--- src/rtl/axi4_pkg.sv ---
// -----------------------------------------------------------------------------
// axi4_pkg
// Shared definitions for the AXI4 burst master:
//   - AXI response codes used by the response accumulator
//   - burst master FSM state encoding
//   - 4KB page offset mask and the page-crossing helper that the optional
//     page check uses (macro AXI4_BURST_MASTER_4K_CHECK_EN in the top file)
// -----------------------------------------------------------------------------
package axi4_pkg;

  localparam logic [1:0]  RESP_OKAY   = 2'b00;
  localparam logic [1:0]  RESP_SLVERR = 2'b10;
  localparam logic [11:0] BOUNDARY_4K = 12'hFFF;

  typedef enum logic [2:0] {
    ST_IDLE,
    ST_AW,
    ST_W,
    ST_B,
    ST_AR,
    ST_R,
    ST_DONE
  } state_t;

  // Worst-of two responses. Encodings grow in severity, so the numerically
  // larger code wins; SLVERR therefore sticks once seen.
  function automatic logic [1:0] worst_resp(input logic [1:0] a, input logic [1:0] b);
    return (b > a) ? b : a;
  endfunction

  // True when a burst starting at page offset `offset` with (len+1) beats of
  // 2**size bytes runs past the end of its 4KB page. 20 bits covers the
  // largest span (256 beats x 128 bytes) plus the offset without overflow.
  function automatic logic crosses_4k(input logic [11:0] offset,
                                      input logic [7:0]  len,
                                      input logic [2:0]  size);
    logic [19:0] span;
    logic [19:0] last_byte;
    span      = ({12'd0, len} + 20'd1) << size;
    last_byte = {8'd0, offset} + span - 20'd1;
    return last_byte > {8'd0, BOUNDARY_4K};
  endfunction

endpackage

--- src/rtl/axi4_burst_master.sv ---
// -----------------------------------------------------------------------------
// axi4_burst_master
// Single-outstanding AXI4 burst master. A command (direction, base address,
// beats-1, log2 beat size) is accepted in IDLE and run as one AXI burst; the
// write payload and read payload are streamed straight through to/from the
// W and R channels with no buffering. A one-cycle done pulse reports the
// final response (BRESP for writes, worst RRESP for reads).
//
// Ports
//   ACLK, ARESETn                  clock, async active-low reset
//   cmd_valid/ready, cmd_write,    command handshake and fields
//   cmd_addr, cmd_len, cmd_size
//   wr_valid/ready, wr_data        write-payload stream (into the block)
//   rd_valid/ready, rd_data,       read-payload stream (out of the block)
//   rd_last, rd_resp
//   done, done_resp                completion pulse and final response
//   AW*, W*, B*, AR*, R*           AXI4 master channels
//
// Build option
//   AXI4_BURST_MASTER_4K_CHECK_EN  when defined, bursts that cross a 4KB page
//                                  are refused without touching the bus: a
//                                  write drains its payload, then both
//                                  directions finish with SLVERR.
//
// state   | meaning
// --------+------------------------------------------------------------
// ST_IDLE | ready for a command
// ST_AW   | write address presented, waiting for AWREADY
// ST_W    | write beats streaming (or payload being discarded)
// ST_B    | waiting for the write response
// ST_AR   | read address presented, waiting for ARREADY
// ST_R    | read beats streaming
// ST_DONE | one-cycle completion pulse
// -----------------------------------------------------------------------------
module axi4_burst_master
  import axi4_pkg::*;
#(
  parameter int DATA_WIDTH = 32,
  parameter int ADDR_WIDTH = 16
) (
  input  logic                  ACLK,
  input  logic                  ARESETn,

  input  logic                  cmd_valid,
  output logic                  cmd_ready,
  input  logic                  cmd_write,
  input  logic [ADDR_WIDTH-1:0] cmd_addr,
  input  logic [7:0]            cmd_len,
  input  logic [2:0]            cmd_size,

  input  logic                  wr_valid,
  output logic                  wr_ready,
  input  logic [DATA_WIDTH-1:0] wr_data,

  output logic                  rd_valid,
  input  logic                  rd_ready,
  output logic [DATA_WIDTH-1:0] rd_data,
  output logic                  rd_last,
  output logic [1:0]            rd_resp,

  output logic                  done,
  output logic [1:0]            done_resp,

  output logic [ADDR_WIDTH-1:0] AWADDR,
  output logic [7:0]            AWLEN,
  output logic [2:0]            AWSIZE,
  output logic                  AWVALID,
  input  logic                  AWREADY,

  output logic [DATA_WIDTH-1:0] WDATA,
  output logic                  WLAST,
  output logic                  WVALID,
  input  logic                  WREADY,

  input  logic [1:0]            BRESP,
  input  logic                  BVALID,
  output logic                  BREADY,

  output logic [ADDR_WIDTH-1:0] ARADDR,
  output logic [7:0]            ARLEN,
  output logic [2:0]            ARSIZE,
  output logic                  ARVALID,
  input  logic                  ARREADY,

  input  logic [DATA_WIDTH-1:0] RDATA,
  input  logic [1:0]            RRESP,
  input  logic                  RLAST,
  input  logic                  RVALID,
  output logic                  RREADY
);

  state_t                  state_q, state_d;
  logic [8:0]              cnt_q, cnt_d;     // beats remaining, 1..256
  logic [1:0]              resp_q, resp_d;
  logic [ADDR_WIDTH-1:0]   addr_q;
  logic [7:0]              len_q;
  logic [2:0]              size_q;
  logic                    active_q;         // holds cmd_ready low until out of reset
  logic                    drop_q;           // current write payload is being discarded
  logic                    cmd_hs;
  logic                    w_hs;
  logic                    r_hs;

`ifdef AXI4_BURST_MASTER_4K_CHECK_EN
  logic                    drop_d;
`endif

  // ---------------------------------------------------------------------------
  // Channel outputs: all derived from the registered state so that they drop
  // to zero the instant reset is applied.
  // ---------------------------------------------------------------------------
  always_comb begin
    cmd_ready = active_q && (state_q == ST_IDLE);

    AWVALID   = (state_q == ST_AW);
    AWADDR    = addr_q;
    AWLEN     = len_q;
    AWSIZE    = size_q;

    ARVALID   = (state_q == ST_AR);
    ARADDR    = addr_q;
    ARLEN     = len_q;
    ARSIZE    = size_q;

    WVALID    = 1'b0;
    WDATA     = '0;
    WLAST     = 1'b0;
    wr_ready  = 1'b0;
    if (state_q == ST_W) begin
      if (drop_q) begin
        wr_ready = 1'b1;
      end else begin
        WVALID   = wr_valid;
        WDATA    = wr_data;
        WLAST    = (cnt_q == 9'd1);
        wr_ready = WREADY;
      end
    end

    BREADY    = (state_q == ST_B);

    RREADY    = 1'b0;
    rd_valid  = 1'b0;
    rd_data   = '0;
    rd_resp   = RESP_OKAY;
    rd_last   = 1'b0;
    if (state_q == ST_R) begin
      RREADY   = rd_ready;
      rd_valid = RVALID;
      rd_data  = RDATA;
      rd_resp  = RRESP;
      rd_last  = RLAST;
    end

    done      = (state_q == ST_DONE);
    done_resp = resp_q;
  end

  assign cmd_hs = cmd_valid && cmd_ready;
  assign w_hs   = (state_q == ST_W) && wr_valid && wr_ready;
  assign r_hs   = (state_q == ST_R) && RVALID && rd_ready;

  // ---------------------------------------------------------------------------
  // Next state. The beat counter, not RLAST, ends a read burst.
  // ---------------------------------------------------------------------------
  always_comb begin
    state_d = state_q;
    cnt_d   = cnt_q;
    resp_d  = resp_q;
`ifdef AXI4_BURST_MASTER_4K_CHECK_EN
    drop_d  = drop_q;
`endif

    case (state_q)
      ST_IDLE: begin
        if (cmd_hs) begin
          cnt_d   = {1'b0, cmd_len} + 9'd1;
          resp_d  = RESP_OKAY;
          state_d = cmd_write ? ST_AW : ST_AR;
`ifdef AXI4_BURST_MASTER_4K_CHECK_EN
          drop_d  = 1'b0;
          if (crosses_4k(cmd_addr[11:0], cmd_len, cmd_size)) begin
            resp_d = RESP_SLVERR;
            if (cmd_write) begin
              drop_d  = 1'b1;
              state_d = ST_W;
            end else begin
              cnt_d   = '0;
              state_d = ST_DONE;
            end
          end
`endif
        end
      end

      ST_AW: begin
        if (AWREADY) state_d = ST_W;
      end

      ST_W: begin
        if (w_hs) begin
          cnt_d = cnt_q - 9'd1;
          if (cnt_q == 9'd1) state_d = drop_q ? ST_DONE : ST_B;
        end
      end

      ST_B: begin
        if (BVALID) begin
          resp_d  = BRESP;
          state_d = ST_DONE;
        end
      end

      ST_AR: begin
        if (ARREADY) state_d = ST_R;
      end

      ST_R: begin
        if (r_hs) begin
          cnt_d  = cnt_q - 9'd1;
          resp_d = worst_resp(resp_q, RRESP);
          if (cnt_q == 9'd1) state_d = ST_DONE;
        end
      end

      ST_DONE: begin
        state_d = ST_IDLE;
      end

      default: begin
        state_d = ST_IDLE;
      end
    endcase
  end

  always_ff @(posedge ACLK or negedge ARESETn) begin
    if (!ARESETn) begin
      state_q  <= ST_IDLE;
      cnt_q    <= '0;
      resp_q   <= RESP_OKAY;
      active_q <= 1'b0;
      addr_q   <= '0;
      len_q    <= '0;
      size_q   <= '0;
    end else begin
      state_q  <= state_d;
      cnt_q    <= cnt_d;
      resp_q   <= resp_d;
      active_q <= 1'b1;
      if (cmd_hs) begin
        addr_q <= cmd_addr;
        len_q  <= cmd_len;
        size_q <= cmd_size;
      end
    end
  end

`ifdef AXI4_BURST_MASTER_4K_CHECK_EN
  always_ff @(posedge ACLK or negedge ARESETn) begin
    if (!ARESETn) drop_q <= 1'b0;
    else          drop_q <= drop_d;
  end
`else
  assign drop_q = 1'b0;
`endif

endmodule

--- config.mk ---
export PLATFORM = sky130hd
export DESIGN_NAME = axi4_burst_master
export DESIGN_NICKNAME = d
export VERILOG_FILES = /design/src/rtl/axi4_pkg.sv /design/src/rtl/axi4_burst_master.sv
export SDC_FILE = /design/constraint.sdc
export NUM_CORES = 1
export LEC_CHECK = 0
export ABC_AREA = 1
export CAP_MARGIN = 5
export CORE_AREA = 2 2 110 85
export DETAILED_ROUTE_END_ITERATION = 7
export DIE_AREA = 0 0 112 87
export MAX_ROUTING_LAYER = met4
export PLACE_DENSITY_LB_ADDON = 0.2
export SYNTH_ARGS = -nofsm -noshare
export SYNTH_HDL_FRONTEND = slang
export SYNTH_SLANG_ARGS = --single-unit
--- constraint.sdc ---
create_clock -name ACLK -period 2.9 [get_ports ACLK]
set_input_delay 0.58 -clock ACLK [delete_from_list [all_inputs] [get_ports ACLK]]
set_output_delay 0.58 -clock ACLK [all_outputs]
set_load 0.005 [all_outputs]
* After elaboration in Yosys (flattened, before gate mapping)
Index checks and enable logic that the tools add are counted.
** Cells by class
- $add $sub $neg :: 2
- Magnitude comparators :: 1
- Equal/unequal tests :: 16
- Muxes and demuxes :: 28
- Reductions and logical operators :: 12
** Operator list (number)
- 2-to-1 mux 32 bit :: 2
- 2-to-1 mux 3 bit :: 9
- 2-to-1 mux 9 bit :: 3
- one-hot mux 9 bit (3 select lines) :: 1
- one-hot mux 3 bit (6 select lines) :: 1
- 2-to-1 mux 2 bit :: 5
- != test 2 x 1 -> 1 bit (second input constant) :: 5
- adder 8 x 1 -> 9 bit (second input constant) :: 1
- equality test 3 bit (second input constant) :: 3
- equality test 9 x 1 -> 1 bit (second input constant) :: 1
- subtractor 9 x 1 -> 9 bit (second input constant) :: 1
- != test 2 bit (second input constant) :: 4
- AND reduction 8 bit :: 1
- equality test 3 x 2 -> 1 bit (second input constant) :: 2
- logical AND 1 bit :: 6
- 2-to-1 mux 1 bit :: 6
- one-hot mux 2 bit (3 select lines) :: 1
- nonzero test 3 bit :: 2
- AND reduction 5 bit :: 1
- AND reduction 4 bit :: 1
- equality test 3 x 1 -> 1 bit (second input constant) :: 1
- zero test 3 bit :: 1
- greater-than comparator 2 bit :: 1
** Storage, ports and cells
- Bits in registers :: 42
- Bits of input ports :: 107
- Output and inout port bits :: 133
- Word-level logic and storage cells :: 66

* Longest topological paths before layout
- Depth in word-level cells :: 5
- Mapped depth :: 11
- Gate-level depth less buffers :: 11

* Least setup slack after synthesis
OpenSTA, ideal clock, no wires.
- Path kind :: reg-to-output
- Start point :: register state_q[2]
- End point :: output WDATA[10]
- Data arrival time :: 1.123 ns
- Required time :: 2.320 ns
- Setup slack :: 1.197 ns
- Stages on the path, launching flop included :: 6
- Path buffers :: 2
- Path through :: dfrtp_1 > buf_6 > inv_2 > nand3_1 > clkbuf_1 > nor2_1
** On the way
- Cells in the longest elaborated chain, start to end :: 2
** RTL lines
- from (decl) :: RTL line axi4_burst_master.sv:92 : state_t state_q, state_d;
- from (signal assigned) :: RTL line axi4_burst_master.sv:246 : state_q <= state_d;
- equality test 3 x 2 -> 1 bit :: RTL line axi4_burst_master.sv:129 : if (state_q == ST_W) begin
- 2-to-1 mux 32 bit :: RTL line axi4_burst_master.sv:129
- to (decl) :: RTL line axi4_burst_master.sv:70 : output logic [DATA_WIDTH-1:0] WDATA,
Every way passes these cells.

* Worst setup path after layout
- Start point :: register state_q[1]
- End point :: output rd_data[8]
** On the way
- Cells in the longest elaborated chain, start to end :: 2
** RTL lines
- equality test 3 bit :: RTL line axi4_burst_master.sv:147 : if (state_q == ST_R) begin
- 2-to-1 mux 32 bit :: RTL line axi4_burst_master.sv:147
- to (decl) :: RTL line axi4_burst_master.sv:57 : output logic [DATA_WIDTH-1:0] rd_data,
Every way passes these cells.

==> results.toml <==
[final_layout]
design.final.nets = 826
layout.cells.most_common = "clkdlybuf4s50_1"
antennaDiodeCount = 0
layout-drive-gt1-share_pct = 3.64
most-common-layout-cells = "clkdlybuf4s50_1, nand2_1, inv_1, nor2_1, nand3_1"
fin_area_um2 = 5540
area_growth_syn_to_layout_pct = 77.7
layoutNonFillerInstCount = 827

[detailed_routing]
number_of_remaining_drc_errors = 0
routed_wire_length_per_instance_um = 12.6
dr.pass1.iters = 5
via_count = 3680
drt_wirelength_um = 10400
antenna_left = 0
via_per_inst = 4.45
drt_first_iter_violations = 222

[timing]
rsz0062_at_grt = "false"
max_clock_freq_ghz = 0.370
period_minus_slack_ns = 2.70
final.setup.tns_ns = 0
timing.slew.headroom_pct = 36.7
worst-slew-pin-transition_ns = 0.949
report.final.hold_viol_count = 0
setup-violations-final = 0
number_of_pins_with_negative_max_slew_slack_in_the_final_report = 0
min_period_over_period_pct = 93.2
fin_skew_ns = 0.00644
fin_hold_ws_ns = 0.440

[grt]
globalRouteOverflowTotal = 0
maximum_number_of_pins_on_one_net_before_global_route_repair = 43
grt_pass1_vias = 3375
antenna_found_initial = 0
grt.total_usage_pct = 20.7
grt_pass1_wl_um = 16200

[power]
power_switching_share_pct = 39.6
power.internal_uw = 2610
pwr_density_cell_nw_per_um2 = 779
ir_drop_uv = 421
total_net_switching_power_uw = 1710
power.share.sequential_pct = 25.6
p_comb_share_pct = 61.8
cellLeakagePower_uw = 0.00282
power.share.clock_pct = 12.6
post-layout-total-power_uw = 4320

[critical_path]
reg2reg_slack_ns = 0.85
critPathLaunchType = "flip-flop"
setup.worst_path.class = "flip-flop to output pin"
cell_breakdown_of_the_critical_path = "inv_2, nand3_2, buf_12, nor2_1, clkdlybuf4s50_1"
critPathCaptureType = "output pin"
worst_path_max_delay_cell = "clkdlybuf4s50_1"
critPathMaxFanout = 24
crit_arrival_ns = 2.12
cp.required_ns = 2.32
worst_path_largest_cell_delay_ns = 0.51

[job]
timing.max_cap.violations = 0

[cts]
clock_tree.buffer_depth = 2
htreeDepth = 2
path_clk_slew_ns = 0.06
ctsResizeCount = 0
postCtsSetupBuffers = 0
clock_tree_from_tritoncts = "built"
cts_buf_count = 5
clk_root_buffer_cell = "clkbuf_16"
cts.hold.buffers_added = 0
clock_sinks = 42
clock_latency_ns = 0.28

[logic_synthesis]
seq_area_frac_synth_pct = 33.7
synth_top_area_cell = "dfrtp_1"
post_synth_num_cell_types = 24
synth.top_cells.by_area = "dfrtp_1, nand2_1, inv_1"
yosys_most_used_dff = "dfrtp_1"
ys_seq_elements = 42
netlist_instances = 508
async_reset_ff_share_pct = 100
syn_area_um2 = 3120
synth_edf_count = 0
avgSynthCellArea_um2 = 6.14
ys_warn_count = 0
synth_fp_nets = 620
share_of_the_synthesized_area_in_the_top_cell_type_pct = 33.7

[floorplanning]
boundaryPins = 240
rows = 30
die_height_um = 87
start_util_pct = 35.5
design.die.area_um2 = 9740
fp.coreArea_um2 = 8780
die_width_um = 112

[run_status]
outcome = "finished clean"

[placed_design]
gp_routability_congestion = 0.867
placement.cell_area_um2 = 5400
hpwlAfterDp_um = 8350
place.port_buffers = 239
dp.cells = 819

[hold_path]
min-delay-path-class = "primary input to async pin"
-- path summary, 6_finish.rpt --
check / startpoint / to / cells after the start
max in group asynchronous: ARESETn / ARLEN[0]$_DFFE_PN0P_ / 1
min: ARESETn / cnt_q[7]$_DFFE_PN0P_ / 1
min in group ACLK: ARSIZE[1]$_DFFE_PN0P_ / ARSIZE[1]$_DFFE_PN0P_ / 2
max reg2reg: state_q[1]$_DFFE_PN0P_ / cnt_q[2]$_DFFE_PN0P_ / 9
min reg2reg: ARSIZE[1]$_DFFE_PN0P_ / ARSIZE[1]$_DFFE_PN0P_ / 2
max: state_q[1]$_DFFE_PN0P_ / rd_data[8] / 5
-- through the flow --
step	worst slack [ns]	utilization (%)
final	0.197	63.1
after global routing	0.0673	63.1
after CTS	0.207	63.1
after detailed placement	0.512	61.5
after global placement	0.537	61.5
after floorplan	1.20	-
-- registers in the layout, summed over array words and instances (netlist names) --
name and count:
ARADDR 16, cnt_q 9, state_q 3, ARSIZE 3, active_q 1, ARLEN 8, done_resp 2
-- critical path, delay by kind of cell (launching register included) --
family	cells	cell delay (ns)
buffers and inverters	3	0.94
and+or+nand+nor	2	0.45
DFF	1	0.44
-- final cells by class --
cell class	count	area [um2]
clock buffers	6	129
multi-input cells	321	1400
inverters	101	379
repair buffers	243	2430
well taps	112	140
fillers	792	3240
clock inverters	2	13.8
flip-flops and latches	42	1050
-- synthesized netlist by cell type (2+ instances only) --
library cell and count:
o21ai_1 2, buf_4 28, dfrtp_1 42, inv_1 97, nand4_1 4, ha_1 5
nand3_1 46, o21ai_0 21, nand3_2 2, buf_2 10, xnor2_1 2, nor2_2 2
nand2_1 133, nor2_1 95, clkbuf_1 5, nand2_2 3, inv_2 4
-- routing by layer --
layer  wire length, um  vias to the layer above  share of wire (%)  GRT usage (%)
met3               589                       13                5.6           3.69
li1                  -                     1881                  -              -
met5                 0                        -                  0              -
met4               125                        0                1.2           3.66
met2              5230                      132                 50           36.4
met1              4500                     1654                 43           25.5
-- power by group through the flow --
stage / Sequential [uW] / Combinational (uW) / Clock, uW
after global placement: 1090 / 2630 / 0
final: 1100 / 2670 / 546
after CTS: 1100 / 2690 / 558
after global routing: 1150 / 2980 / 590
after detailed placement: 1110 / 2680 / 0
after floorplan: 1070 / 1460 / 0
-- cells by family after synthesis --
| family | synth area share (%) |
|---|---|
| xor gates and xnor gates | 0.562 |
| adders and majority gates | 2.01 |
| AOI/OAI and AO/OA | 3.97 |
| DFF | 33.7 |
| buffers and inverters | 21.5 |
| other | 0.120 |
| and+or+nand+nor | 38.2 |
No activity file was read; power rests on OpenSTA's default activity.
